**src/rtl/lampFPU_pkg.sv**
```systemverilog
// Shared lampFP types and constants for the square-root wrapper.
package lampFPU_pkg;

    localparam int LAMP_FLOAT_E_DW = 8;
    localparam int LAMP_FLOAT_F_DW = 7;
    localparam int LAMP_FLOAT_BIAS = 127;

    localparam logic [15:0] LAMP_QNAN = 16'h7FC0;
    localparam logic [15:0] LAMP_PINF = 16'h7F80;

    typedef struct packed {
        logic                       sign;
        logic [LAMP_FLOAT_E_DW-1:0] exp;
        logic [LAMP_FLOAT_F_DW-1:0] frac;
    } lamp_float_t;

    typedef enum logic [1:0] {
        IDLE,
        ISSUE,
        WAIT
    } sqrt_ctrl_state_t;

endpackage

```
**src/rtl/lamp_sqrt_ctrl_if.sv**
```systemverilog
// Issue-side handshake plus sqrt-core interface; slave = controller, master = its environment.
// Optional flag outputs exist only when LAMP_SQRT_FLAGS_EN is defined.
interface lamp_sqrt_ctrl_if;
    logic        valid_i;
    logic [15:0] op_i;
    logic        ready_o;
    logic        valid_o;
    logic [15:0] res_o;
    logic        core_do_sqrt_o;
    logic [7:0]  core_s_o;
    logic        core_is_exp_odd_o;
    logic        core_special_case_o;
    logic        core_valid_i;
    logic [7:0]  core_res_i;
`ifdef LAMP_SQRT_FLAGS_EN
    logic        invalid_o;
    logic        inexact_o;
`endif

    modport slave (
        input  valid_i, op_i, core_valid_i, core_res_i,
        output ready_o, valid_o, res_o, core_do_sqrt_o, core_s_o,
               core_is_exp_odd_o, core_special_case_o
`ifdef LAMP_SQRT_FLAGS_EN
        , output invalid_o, inexact_o
`endif
    );

    modport master (
        output valid_i, op_i, core_valid_i, core_res_i,
        input  ready_o, valid_o, res_o, core_do_sqrt_o, core_s_o,
               core_is_exp_odd_o, core_special_case_o
`ifdef LAMP_SQRT_FLAGS_EN
        , input invalid_o, inexact_o
`endif
    );
endinterface

```
**src/rtl/lamp_sqrt_classify.sv**
```systemverilog
// Purpose: classify a lampFP operand for sqrt and pick the special-value result.
// Latency: combinational.
// Backpressure: none.
module lamp_sqrt_classify
    import lampFPU_pkg::*;
(
    input  lamp_float_t op,
    output logic        is_nan,
    output logic        is_neg,
    output logic        is_inf,
    output logic        is_zero,
    output logic [15:0] special_res
);
    logic exp_max;
    logic exp_min;
    logic frac_nz;

    assign exp_max = (op.exp == '1);
    assign exp_min = (op.exp == '0);
    assign frac_nz = (op.frac != '0);

    // Flags are mutually exclusive; is_zero also covers positive denormals (flushed).
    assign is_nan  = exp_max & frac_nz;
    assign is_neg  = ~is_nan & op.sign & ~(exp_min & ~frac_nz);
    assign is_inf  = exp_max & ~frac_nz & ~op.sign;
    assign is_zero = exp_min & ~is_neg;

    always_comb begin
        special_res = 16'h0000;
        if (is_nan || is_neg) begin
            special_res = LAMP_QNAN;
        end else if (is_inf) begin
            special_res = LAMP_PINF;
        end else if (is_zero) begin
            special_res = {op.sign, 15'h0000};
        end
    end
endmodule

```
**src/rtl/lamp_sqrt_ctrl.sv**
```systemverilog
// Purpose: lampFP sqrt wrapper - classify, drive significand core, pack result (opt. LAMP_SQRT_FLAGS_EN).
// Latency: specials accept->valid_o in 3 cycles; normals valid_o one cycle after core_valid_i.
// Backpressure: ready_o high only in IDLE; one operation outstanding, re-accept on the valid_o cycle.
module lamp_sqrt_ctrl
    import lampFPU_pkg::*;
(
    input  logic            clk,
    input  logic            rst,
    lamp_sqrt_ctrl_if.slave bus
);
    sqrt_ctrl_state_t state;
    lamp_float_t      op_in;

    logic        is_nan, is_neg, is_inf, is_zero, is_special;
    logic [15:0] special_res;

    logic [LAMP_FLOAT_E_DW-1:0] exp_q;
    logic        special_q;
    logic [15:0] special_res_q;

    logic        valid_q;
    logic [15:0] res_q;
    logic        do_sqrt_q;
    logic [7:0]  s_q;
    logic        exp_odd_q;
    logic        special_case_q;

    logic [8:0]  exp_sum;
    logic [7:0]  res_exp;
    logic [15:0] normal_res;

    assign op_in = bus.op_i;

    lamp_sqrt_classify u_classify (
        .op          (op_in),
        .is_nan      (is_nan),
        .is_neg      (is_neg),
        .is_inf      (is_inf),
        .is_zero     (is_zero),
        .special_res (special_res)
    );

    assign is_special = is_nan | is_neg | is_inf | is_zero;

    // Halved exponent: floor((e-127)/2)+127 == (e+127)>>1, range 64..190.
    assign exp_sum = {1'b0, exp_q} + 9'(LAMP_FLOAT_BIAS);
    assign res_exp = exp_sum[8:1];

    // A zero core result means the significand rounded up to 2.0.
    always_comb begin
        normal_res = {1'b0, res_exp, bus.core_res_i[6:0]};
        if (bus.core_res_i == 8'h00) begin
            normal_res = {1'b0, res_exp + 8'd1, 7'h00};
        end
    end

`ifdef LAMP_SQRT_FLAGS_EN
    logic        invalid_in_q;
    logic        invalid_q;
    logic        inexact_q;
    logic [15:0] res_sq;
    logic [15:0] s_ref;

    assign res_sq = 16'(bus.core_res_i) * 16'(bus.core_res_i);
    assign s_ref  = exp_odd_q ? {s_q, 8'h00} : {1'b0, s_q, 7'h00};

    assign bus.invalid_o = invalid_q;
    assign bus.inexact_o = inexact_q;
`endif

    always_ff @(posedge clk or negedge rst) begin
        if (!rst) begin
            state          <= IDLE;
            exp_q          <= '0;
            special_q      <= 1'b0;
            special_res_q  <= '0;
            valid_q        <= 1'b0;
            res_q          <= '0;
            do_sqrt_q      <= 1'b0;
            s_q            <= '0;
            exp_odd_q      <= 1'b0;
            special_case_q <= 1'b0;
`ifdef LAMP_SQRT_FLAGS_EN
            invalid_in_q   <= 1'b0;
            invalid_q      <= 1'b0;
            inexact_q      <= 1'b0;
`endif
        end else begin
            valid_q        <= 1'b0;
            do_sqrt_q      <= 1'b0;
            special_case_q <= 1'b0;
            case (state)
                IDLE: begin
                    if (bus.valid_i) begin
                        exp_q          <= op_in.exp;
                        special_q      <= is_special;
                        special_res_q  <= special_res;
                        s_q            <= {1'b1, op_in.frac};
                        exp_odd_q      <= ~op_in.exp[0];
                        do_sqrt_q      <= ~is_special;
                        special_case_q <= is_special;
`ifdef LAMP_SQRT_FLAGS_EN
                        invalid_in_q   <= is_nan | is_neg;
`endif
                        state          <= ISSUE;
                    end
                end
                ISSUE: begin
                    state <= WAIT;
                end
                WAIT: begin
                    if (bus.core_valid_i) begin
                        valid_q <= 1'b1;
                        res_q   <= special_q ? special_res_q : normal_res;
`ifdef LAMP_SQRT_FLAGS_EN
                        invalid_q <= invalid_in_q;
                        inexact_q <= ~special_q & (res_sq != s_ref);
`endif
                        state   <= IDLE;
                    end
                end
                default: begin
                    state <= IDLE;
                end
            endcase
        end
    end

    assign bus.ready_o             = (state == IDLE);
    assign bus.valid_o             = valid_q;
    assign bus.res_o               = res_q;
    assign bus.core_do_sqrt_o      = do_sqrt_q;
    assign bus.core_s_o            = s_q;
    assign bus.core_is_exp_odd_o   = exp_odd_q;
    assign bus.core_special_case_o = special_case_q;
endmodule
```
**src/flat_wrapper.sv**
```systemverilog
// flat-port wrapper written by rule: the top's interface ports become plain ports
module lamp_sqrt_ctrl_flat import lampFPU_pkg::*;
  (clk, rst, bus_valid_i, bus_op_i, bus_core_valid_i, bus_core_res_i, bus_ready_o, bus_valid_o, bus_res_o, bus_core_do_sqrt_o, bus_core_s_o, bus_core_is_exp_odd_o, bus_core_special_case_o);
  lamp_sqrt_ctrl_if bus_i ();
  input  logic clk;
  input  logic rst;
  input wire logic [$bits(bus_i.valid_i)-1:0] bus_valid_i;
  input wire logic [$bits(bus_i.op_i)-1:0] bus_op_i;
  input wire logic [$bits(bus_i.core_valid_i)-1:0] bus_core_valid_i;
  input wire logic [$bits(bus_i.core_res_i)-1:0] bus_core_res_i;
  output wire logic [$bits(bus_i.ready_o)-1:0] bus_ready_o;
  output wire logic [$bits(bus_i.valid_o)-1:0] bus_valid_o;
  output wire logic [$bits(bus_i.res_o)-1:0] bus_res_o;
  output wire logic [$bits(bus_i.core_do_sqrt_o)-1:0] bus_core_do_sqrt_o;
  output wire logic [$bits(bus_i.core_s_o)-1:0] bus_core_s_o;
  output wire logic [$bits(bus_i.core_is_exp_odd_o)-1:0] bus_core_is_exp_odd_o;
  output wire logic [$bits(bus_i.core_special_case_o)-1:0] bus_core_special_case_o;
  assign bus_i.valid_i = bus_valid_i;
  assign bus_i.op_i = bus_op_i;
  assign bus_i.core_valid_i = bus_core_valid_i;
  assign bus_i.core_res_i = bus_core_res_i;
  assign bus_ready_o = bus_i.ready_o;
  assign bus_valid_o = bus_i.valid_o;
  assign bus_res_o = bus_i.res_o;
  assign bus_core_do_sqrt_o = bus_i.core_do_sqrt_o;
  assign bus_core_s_o = bus_i.core_s_o;
  assign bus_core_is_exp_odd_o = bus_i.core_is_exp_odd_o;
  assign bus_core_special_case_o = bus_i.core_special_case_o;
  lamp_sqrt_ctrl u_core (.clk(clk), .rst(rst), .bus(bus_i));
endmodule
```
**config.mk**
```make
export PLATFORM = sky130hd
export DESIGN_NAME = lamp_sqrt_ctrl_flat
export DESIGN_NICKNAME = d
export VERILOG_FILES = /design/src/rtl/lampFPU_pkg.sv /design/src/rtl/lamp_sqrt_ctrl_if.sv /design/src/rtl/lamp_sqrt_classify.sv /design/src/rtl/lamp_sqrt_ctrl.sv /design/src/flat_wrapper.sv
export SDC_FILE = /design/constraint.sdc
export NUM_CORES = 1
export LEC_CHECK = 0
export CORE_MARGIN = 4
export CORE_UTILIZATION = 50
export DETAILED_ROUTE_END_ITERATION = 16
export GPL_TIMING_DRIVEN = 0
export PLACE_DENSITY = 0.84
export SLEW_MARGIN = 20
export SYNTH_ARGS = -nofsm -noshare
export SYNTH_HDL_FRONTEND = slang
export SYNTH_HIERARCHICAL = 1
export SYNTH_SLANG_ARGS = --single-unit
```
**constraint.sdc**
```tcl
create_clock -name clk -period 3.8 [get_ports clk]
set_clock_uncertainty 0.2 [all_clocks]
set_input_delay 0.76 -clock clk [delete_from_list [all_inputs] [get_ports clk]]
set_output_delay 0.76 -clock clk [all_outputs]
set_load 0.02 [all_outputs]
```
==> impl_metrics.yaml, run 1 <==
synthesis:
  asyncSetResetFlopFracSynth_pct: 100.0
  cell_area_after_technology_mapping_sq_um: 2775
  synth.area.top_cells: "dfrtp_1, nand2_1, mux2i_1"
  ys_top_cells_by_count: "nand2_1, dfrtp_1, o21ai_0, buf_4, mux2i_1"
  synth_ff_type: "dfrtp_1"
  synth.ff_latch_count: 55
  synthesis.area_per_instance_sq_um: 9.099
  synthMostInstantiatedCell: "nand2_1"
  yosysUniqueCellTypes: 42
  synthesis.instances: 305
  yosysWarningCount: 6
  synth.top_cell.area_share_pct: 49.59
  yosys.area.top_type: "dfrtp_1"
  yosysSeqAreaShare_pct: 49.59
  synth_enable_flop_cells: 0
die:
  die_width_um: 82.50
  start_util_pct: 52.99
  core_area_sq_um: 5238
  placementRows: 26
  die_y_um: 82.50
  die-area_sq_um: 6806
  io-pin-count: 57
placement:
  pre_cts_slack_ns: 0.7962
  placement.cell_area_sq_um: 3440
  placement.io_buffers: 56
  gp_routability_congestion: 0.8554
  dpl.cell_count: 436
  post-dp-hpwl_um: 4484
worst_setup_path:
  timing.critical_path.fanout_max: 4
  data_arrival_time_of_the_worst_path_ns: 2.66
  crit_start: "bus_op_i[7]"
  regToRegSetupSlack_ns: 1.45
  worst_setup_path_endpoint: "u_core/special_q"
  setup.worst_path.class: "input pin to register"
  reg2reg_to: "u_core/bus.res_o[13]"
  cp-end-kind: "register"
  worstReg2RegStart: "u_core/exp_q[1]"
  critical_path_required_ns: 3.80
  worst_r2r_path_depth: 7
  critPathLaunchType: "input pin"
finish:
  n_fill_cell: 428
  insertedDiodeCount: 0
  post-route-cell-area_sq_um: 3542
  finalNonFillerCells: 443
  synthToLayoutAreaGrowth_pct: 27.64
  post_route_cells_drive_above_1_share_pct: 9.920
  finalNetCount: 403
clock_network:
  tritoncts: "yes"
  cts_root_buffer: "clkbuf_8"
  path_clk_slew_ns: 0.09
  clockBufferDepth: 2
  numCtsBuffers: 5
  cts_repair_resize_count: 0
  insertion_delay_ns: 0.31
  post_cts.repair.setup_buffers: 0
  number_of_levels_the_h_tree_was_split_into: 2
  clock_sink_count: 55
  cts.hold.buffers_added: 0
timing:
  final-max-slew-violation-count: 0
  final_min_period_over_clock_period_pct: 70.00
  slew_headroom_pct: 54.37
  final_hold_viol_count: 0
  final_critical_path_setup_slack_ns: 1.140
  worst-slew-pin-transition_ns: 0.6845
  period_needed_ns: 2.660
  timing.setup.tns_ns: 0
  achievable-frequency_ghz: 0.3759
  finish_stage_setup_viols: 0
  unrepaired_setup_endpoints_after_global_routing: "false"
grt:
  global_route.overflow_total: 0
  wire_length_of_the_first_global_routing_pass_um: 10370
  grt_max_degree: 56
  groute.usage.overall_pct: 20.01
  first_global_vias: 2239
  antenna_violations_before_repair: 0
min_path:
  hp-class: "input pin to asynchronous set/reset pin"
detailed_routing:
  antenna_left: 0
  avgViaCountPerCell: 4.957
  route.vias.total: 2196
  routedWlPerCell_um: 13.60
  final_wl_um: 6024
  drt_pre_antenna_iters: 4
  dr.first_iter.drc_count: 148
  drc: 0
power_and_ir_drop:
  totalPowerFinal_mw: 2.630
  p_leak_nw: 1.635
  power_density_nw_per_um2: 742.5
  irDropWorstVdd_mv: 0.3602
flow_run:
  number_of_violations_of_the_max_capacitance_limit: 0
status:
  outcome: "completed"
==> area by class of cell <==
type                       instances  area, sq um  share of cell area, %
buffer                            24        140.1                  3.956
clock buffer                       6        72.57                  2.049
clock inverter                     1        30.03                 0.8478
inverter                           8        30.03                 0.8478
multi-input combinational        223         1247                  35.22
sequential                        55         1376                  38.86
tap                               70        87.58                  2.473
timing repair buffer              56        558.0                  15.75
==> per-stage QoR <==
stage	utilization [%]	hold WS, ns
CTS	67.63	0.2821
global placement	65.72	0.2565
finish	67.63	0.2738
floorplan	-	0.2454
detailed placement	65.67	0.2553
global route	67.63	0.3128
==> layout by cell type (no fill, tap or decap), types with 8 or more instances in the layout <==
cell	instances
dfrtp_1	55
buf_4	14
clkdlybuf4s50_1	55
o21ai_0	16
nor2_1	9
nand2_1	111
xnor2_1	8
nand3_1	8
mux2i_1	11
clkbuf_1	10
==> how the worst min path moves through the flow <==
| stage | from | endpoint | slack [ns] |
|---|---|---|---|
| after floorplan | u_core/special_res_q[6] | u_core/special_res_q[6] | 0.25 |
| final | rst | u_core/special_res_q[12] | 0.27 |
| after global placement | u_core/bus.core_s_o[7] | u_core/bus.core_s_o[7] | 0.26 |
| after CTS | u_core/bus.core_s_o[7] | u_core/bus.core_s_o[7] | 0.28 |
| after global routing | u_core/bus.res_o[5] | u_core/bus.res_o[5] | 0.31 |
| after detailed placement | u_core/bus.core_s_o[7] | u_core/bus.core_s_o[7] | 0.26 |
==> power breakdown <==
group          switching (mW)  total [mW]  internal [mW]  leakage, nW
sequential              0.165       0.997          0.832        0.684
clock                   0.180       0.374          0.193       0.0513
combinational           0.706        1.26          0.553        0.900
total                    1.05        2.63           1.58         1.63
==> registers in the layout (all words and copies together), names as in the netlist <==
name / flops
u_core/bus.core_do_sqrt_o: 1
u_core/bus.core_is_exp_odd_o: 1
u_core/bus.core_s_o: 8
u_core/bus.core_special_case_o: 1
u_core/bus.res_o: 16
u_core/bus.valid_o: 1
u_core/exp_q: 8
u_core/special_q: 1
u_core/special_res_q: 16
u_core/state: 2
==> cells by family after synthesis <==
family	synth area share, %
xor+xnor	3.156
flops	49.59
other cells	0.1351
compound gates	9.378
mux	3.968
simple gates	26.74
buf+inv	6.131
fa+ha+maj	0.9016
==> critical path: stages <==
cell,delay (ns)
clkdlybuf4s50_1,0.48
nor4_2,0.37
nand4_2,0.18
nor3b_2,0.20
nor4_1,0.36
and3_1,0.25
nor2_1,0.07
==> routing by layer <==
layer  track usage, %  share of wire, %  vias up
li1                 -                 -     1124
met1            26.65                46     1003
met2            32.05                46       57
met3            5.531               6.3       12
met4            5.719               1.5        0
met5                0                 0        -
Power figures use the tool's default switching activity.
==> run 2, diff against run 1 <==
==> constraint.sdc (replaced) <==
create_clock -name clk -period 2.65 [get_ports clk]
set_clock_uncertainty 0.2 [all_clocks]
set_input_delay 0.53 -clock clk [delete_from_list [all_inputs] [get_ports clk]]
set_output_delay 0.53 -clock clk [all_outputs]
set_load 0.02 [all_outputs]
==> results of run 2 <==
The final DEF is identical to that of run 1. Status: completed.
Main changes from that run: setup slack after placement 0.7962 ns -> -0.1238 ns; setup slack after layout 1.140 ns -> 0.2200 ns; hold slack 0.2738 ns -> 0.04381 ns; register-to-register setup slack 1.45 ns -> 0.30 ns; total power 2.630 mW -> 3.772 mW; worst IR drop on VDD 0.3602 mV -> 0.5164 mV
==> run 3, diff against run 2 <==
--- a/config.mk
+++ b/config.mk
@@ -7,6 +7,7 @@
 export LEC_CHECK = 0
 export CORE_MARGIN = 4
 export CORE_UTILIZATION = 50
+export CTS_BUF_LIST = sky130_fd_sc_hd__clkbuf_4
 export DETAILED_ROUTE_END_ITERATION = 16
 export GPL_TIMING_DRIVEN = 0
 export PLACE_DENSITY = 0.84
==> run 3 against run 2 <==
  * The run now ends with hold timing left
  * Critical path depth is the same
  * Hold slack lost 0.051 ns
  * Power shrank 2.3%
  * Highest routed layer unchanged
==> impl_metrics.yaml, run 3 (synthesized netlist as in run 1, its figures left out) <==
status:
  outcome: "finished with violations"
  violations: "hold timing"
timing:
  period_needed_ns: 2.375
  finish_stage_setup_viols: 0
  worst-slew-pin-transition_ns: 0.6834
  timing.setup.tns_ns: 0
  slew_headroom_pct: 54.44
  final_hold_viol_count: 30
  smallest_hold_slack_ns: -0.007456
  achievable-frequency_ghz: 0.4211
  final_min_period_over_clock_period_pct: 89.62
  final-max-slew-violation-count: 0
  unrepaired_setup_endpoints_after_global_routing: "false"
clock_network:
  post_cts.repair.setup_buffers: 0
  numCtsBuffers: 5
  path_clk_slew_ns: 0.15
  clock_sink_count: 55
  cts_repair_resize_count: 0
  insertion_delay_ns: 0.36
  clockBufferDepth: 2
  tritoncts: "yes"
  cts.hold.buffers_added: 0
  cts_root_buffer: "clkbuf_4"
  number_of_levels_the_h_tree_was_split_into: 2
die:
  io-pin-count: 57
  die_width_um: 82.50
  die-area_sq_um: 6806
  core_area_sq_um: 5238
  placementRows: 26
  start_util_pct: 52.99
  die_y_um: 82.50
detailed_routing:
  drt_pre_antenna_iters: 4
  final_wl_um: 6042
  routedLengthMet1_um: 2798
  top_layer_used: "met4"
  drc: 0
  dr.first_iter.drc_count: 151
  route.vias.total: 2203
  avgViaCountPerCell: 4.973
  routedWlPerCell_um: 13.64
  routed-wl-met3_um: 366
  routed_length_on_met2_um: 2828
  antenna_left: 0
power_and_ir_drop:
  power_switching_mw: 1.497
  seqPwrFrac_pct: 38.7
  share_clk_of_total_power_pct: 12.3
  p_int_mw: 2.189
  comb_power_share_pct: 49.0
  p_leak_nw: 1.625
  irDropWorstVdd_mv: 0.4988
  power_density_nw_per_um2: 1049
  sw_frac_of_total_pct: 40.62
placement:
  dpl.cell_count: 436
  placement.cell_area_sq_um: 3440
  post-dp-hpwl_um: 4484
  gp_routability_congestion: 0.8554
  placement.io_buffers: 56
finish:
  n_fill_cell: 434
  layout.cells.most_common_list: "nand2_1, clkdlybuf4s50_1, dfrtp_1, o21ai_0, buf_4"
  final_core_util_pct: 67.10
  post_route_cells_drive_above_1_share_pct: 10.19
  area_occupied_by_multi_input_gates_sq_um: 1247
  finalNonFillerCells: 443
  sequential_cell_area_sq_um: 1376
  insertedDiodeCount: 0
  synthToLayoutAreaGrowth_pct: 26.65
  layout_commonest_cell: "nand2_1"
  post-route-cell-area_sq_um: 3515
  finalNetCount: 403
worst_setup_path:
  worst_stage_delay_on_the_critical_path_ns: 0.48
  critical_path_required_ns: 2.72
  timing.critical_path.fanout_max: 4
  cp_num_buf_inv: 1
  crit_family: "simple AND/OR/NAND/NOR gates"
  worst_path_max_delay_cell: "clkdlybuf4s50_1"
  critical_path.cell_chain: "clkdlybuf4s50_1 -> nor4_2 -> nand4_2 -> nor3b_2 -> nor4_1 -> and3_1 -> nor2_1"
  cp-end-kind: "register"
  data_arrival_time_of_the_worst_path_ns: 2.44
  critPathLaunchType: "input pin"
  setup.worst_path.class: "input pin to register"
grt:
  antenna_violations_before_repair: 0
  grt_max_degree: 56
  global_route.overflow_total: 0
  wire_length_of_the_first_global_routing_pass_um: 10410
  groute.usage.overall_pct: 19.84
  first_global_vias: 2240
min_path:
  hp-class: "input pin to asynchronous set/reset pin"
flow_run:
  number_of_violations_of_the_max_capacitance_limit: 0
-- run 3: final timing paths --
check / start / end / slack [ns] / cells after the start
min reg2reg: u_core/bus.core_s_o[7] / u_core/bus.core_s_o[7] / 0.29 / 1
max reg2reg: u_core/exp_q[1] / u_core/bus.res_o[13] / 0.31 / 7
min: rst / u_core/bus.res_o[12] / -0.007 / 1
max in group asynchronous: rst / u_core/special_res_q[0] / 1.81 / 1
max: bus_op_i[7] / u_core/special_q / 0.28 / 7
min in group clk: u_core/bus.core_s_o[7] / u_core/bus.core_s_o[7] / 0.29 / 1
-- run 3: power by group through the flow --
stage / registers, mW / clock network, mW / logic (mW)
6_report: 1.43 / 0.454 / 1.81
4_1_cts: 1.43 / 0.461 / 1.81
2_1_floorplan: 1.61 / 0 / 0.965
3_5_place_dp: 1.44 / 0 / 1.80
5_1_grt: 1.47 / 0.504 / 2.00
3_3_place_gp: 1.43 / 0 / 1.76
-- run 3: stage by stage --
stage | power, mW | setup WS (ns) | hold slack, ns
after floorplan | 2.573 | 0.4919 | 0.03441
after global placement | 3.191 | -0.7613 | 0.2565
after detailed placement | 3.244 | -0.1238 | 0.2553
after CTS | 3.700 | 0.2767 | 0.001489
after global routing | 3.976 | 0.1723 | 0.01285
final | 3.686 | 0.2751 | -0.007456
-- run 3: final cells by class --
| cell class | count | area share, % |
|---|---|---|
| well taps | 70 | 2.492 |
| repair buffers | 56 | 15.88 |
| flip-flops and latches | 55 | 39.16 |
| inverters | 8 | 0.8544 |
| plain buffers | 24 | 3.987 |
| clock buffers | 6 | 1.282 |
| multi-input cells | 223 | 35.49 |
| clock inverters | 1 | 0.8544 |
-- run 3: layer usage --
layer,up-vias,GRT usage [%]
li1,1129,-
met1,1014,26.84
met2,55,32.53
met3,5,4.664
met4,0,4.412
met5,-,0
==> RTL edit (config.mk and constraints of run 2) <==
The 3 states of `sqrt_ctrl_state_t` get a one-hot encoding in 3 bits.
--- a/src/rtl/lampFPU_pkg.sv
+++ b/src/rtl/lampFPU_pkg.sv
@@ -16,6 +16,6 @@
 
-    typedef enum logic [1:0] {
-        IDLE,
-        ISSUE,
-        WAIT
+    typedef enum logic [2:0] {
+        IDLE  = 3'b001,
+        ISSUE = 3'b010,
+        WAIT  = 3'b100
     } sqrt_ctrl_state_t;
Function: same outputs for any inputs over 10 cycles, from zero or initial values and one cycle with rst low; not proved beyond that.
==> RTL edit against run 2 <==
Clock power grew 1%. Area after synthesis is 0.81% higher. Worst setup slack got worse by 92 ps. Cell area rose by 0.92%. Synthesized cell count unchanged. Wire length increased by 4.1%. Via count increased by 2.8%. Hold slack better by 17 ps. Sequential cell count rose by 1. Sequential share of layout area grew 0.38 points. Total power rose by 1.9%. Critical endpoint is now u_core/bus.res_o[14]. Highest routed layer unchanged.
==> RTL edit: results (changes against run 2) <==
| Metric | Value |
|---|---|
| Total power draw | 3.84 mW (+1.9%) |
| Compound-Gate Fraction of Synth Area | 7.60% (-1.8 points) |
| Max VDD drop | 0.000589 V (+14%) |
| Final hold slack | 60.9 ps (+17.1 ps) |
| Status | complete, no violations |
| Post-synthesis xor/xnor area fraction | 3.35% (+0.20 points) |
| DR vias | 2257 (+2.8%) |
| Worst Tran Pin Value | 700 ps (+15.6 ps) |
| CP Max Fanout | 10 (+6) |
| Synth unique cells | 47 (+12%) |
| Total track usage | 18.7% (-1.4 points) |
| Area share of the largest cell type after synthesis | 49.2% (-0.40 points) |
| Leak Pwr | 1.67 nW (+2.0%) |
| DR WL/cell | 14.1 µm (+3.9%) |
| Post-synthesis sequential area ratio | 50.1% (+0.54 points) |
| Tmin final | 2520 ps (+92.0 ps) |
| Starting DRT DRC Count | 165 (+11%) |
| Psw | 1.51 mW (+0.42%) |
| Placed cell area | 3460 µm² (+0.65%) |
| Crit-path slowest cell | clkbuf_1 |
| Pre-CTS WS | -163 ps (-39.6 ps) |
| Fillers | 439 (+2.6%) |
| Critical Path Source | bus_core_valid_i |
| First-pass GRT wire length | 10800 µm (+3.7%) |
| Maximum number of pins on one net before global-route repair | 57 (+1.8%) |
| Synth top area cells | dfrtp_1, nand2_1, buf_4, nor2_1, mux2i_1 |
| Final HPWL DP | 4620 µm (+3.2%) |
| CP arrival | 2510 ps (+80 ps) |
| Top delay family on crit path | buffers and inverters |
RTL edit: changes by cell type after synthesis, moves of 3 or more:
| cell | delta |
|---|---|
| nor2_1 | +14 |
| a21oi_1 | +9 |
| nand3_1 | -3 |
| mux2i_1 | -3 |
| nor2b_1 | +3 |
| nand2_1 | -12 |
| o21ai_0 | -11 |
| o211ai_1 | -4 |
| nor4_2 | +3 |
| xnor2_1 | -4 |
RTL edit: area by class of cell:
cell class                      instances  share of cell area [%]
Buffer                                 26                    4.41
Clock buffer                            6                    2.03
Clock inverter                          2                   0.980
Inverter                                7                   0.735
Multi-Input combinational cell        221                    34.5
Sequential cell                        56                    39.2
Tap cell                               70                    2.45
Timing Repair Buffer                   56                    15.6
RTL edit: routing by layer:
layer	up-vias	global-route usage [%]	wire length (µm)
met5	-	0	0
met4	0	4.75	47
met3	4	6.04	446
met2	66	32.5	3110
met1	1068	22.2	2670
li1	1119	-	-
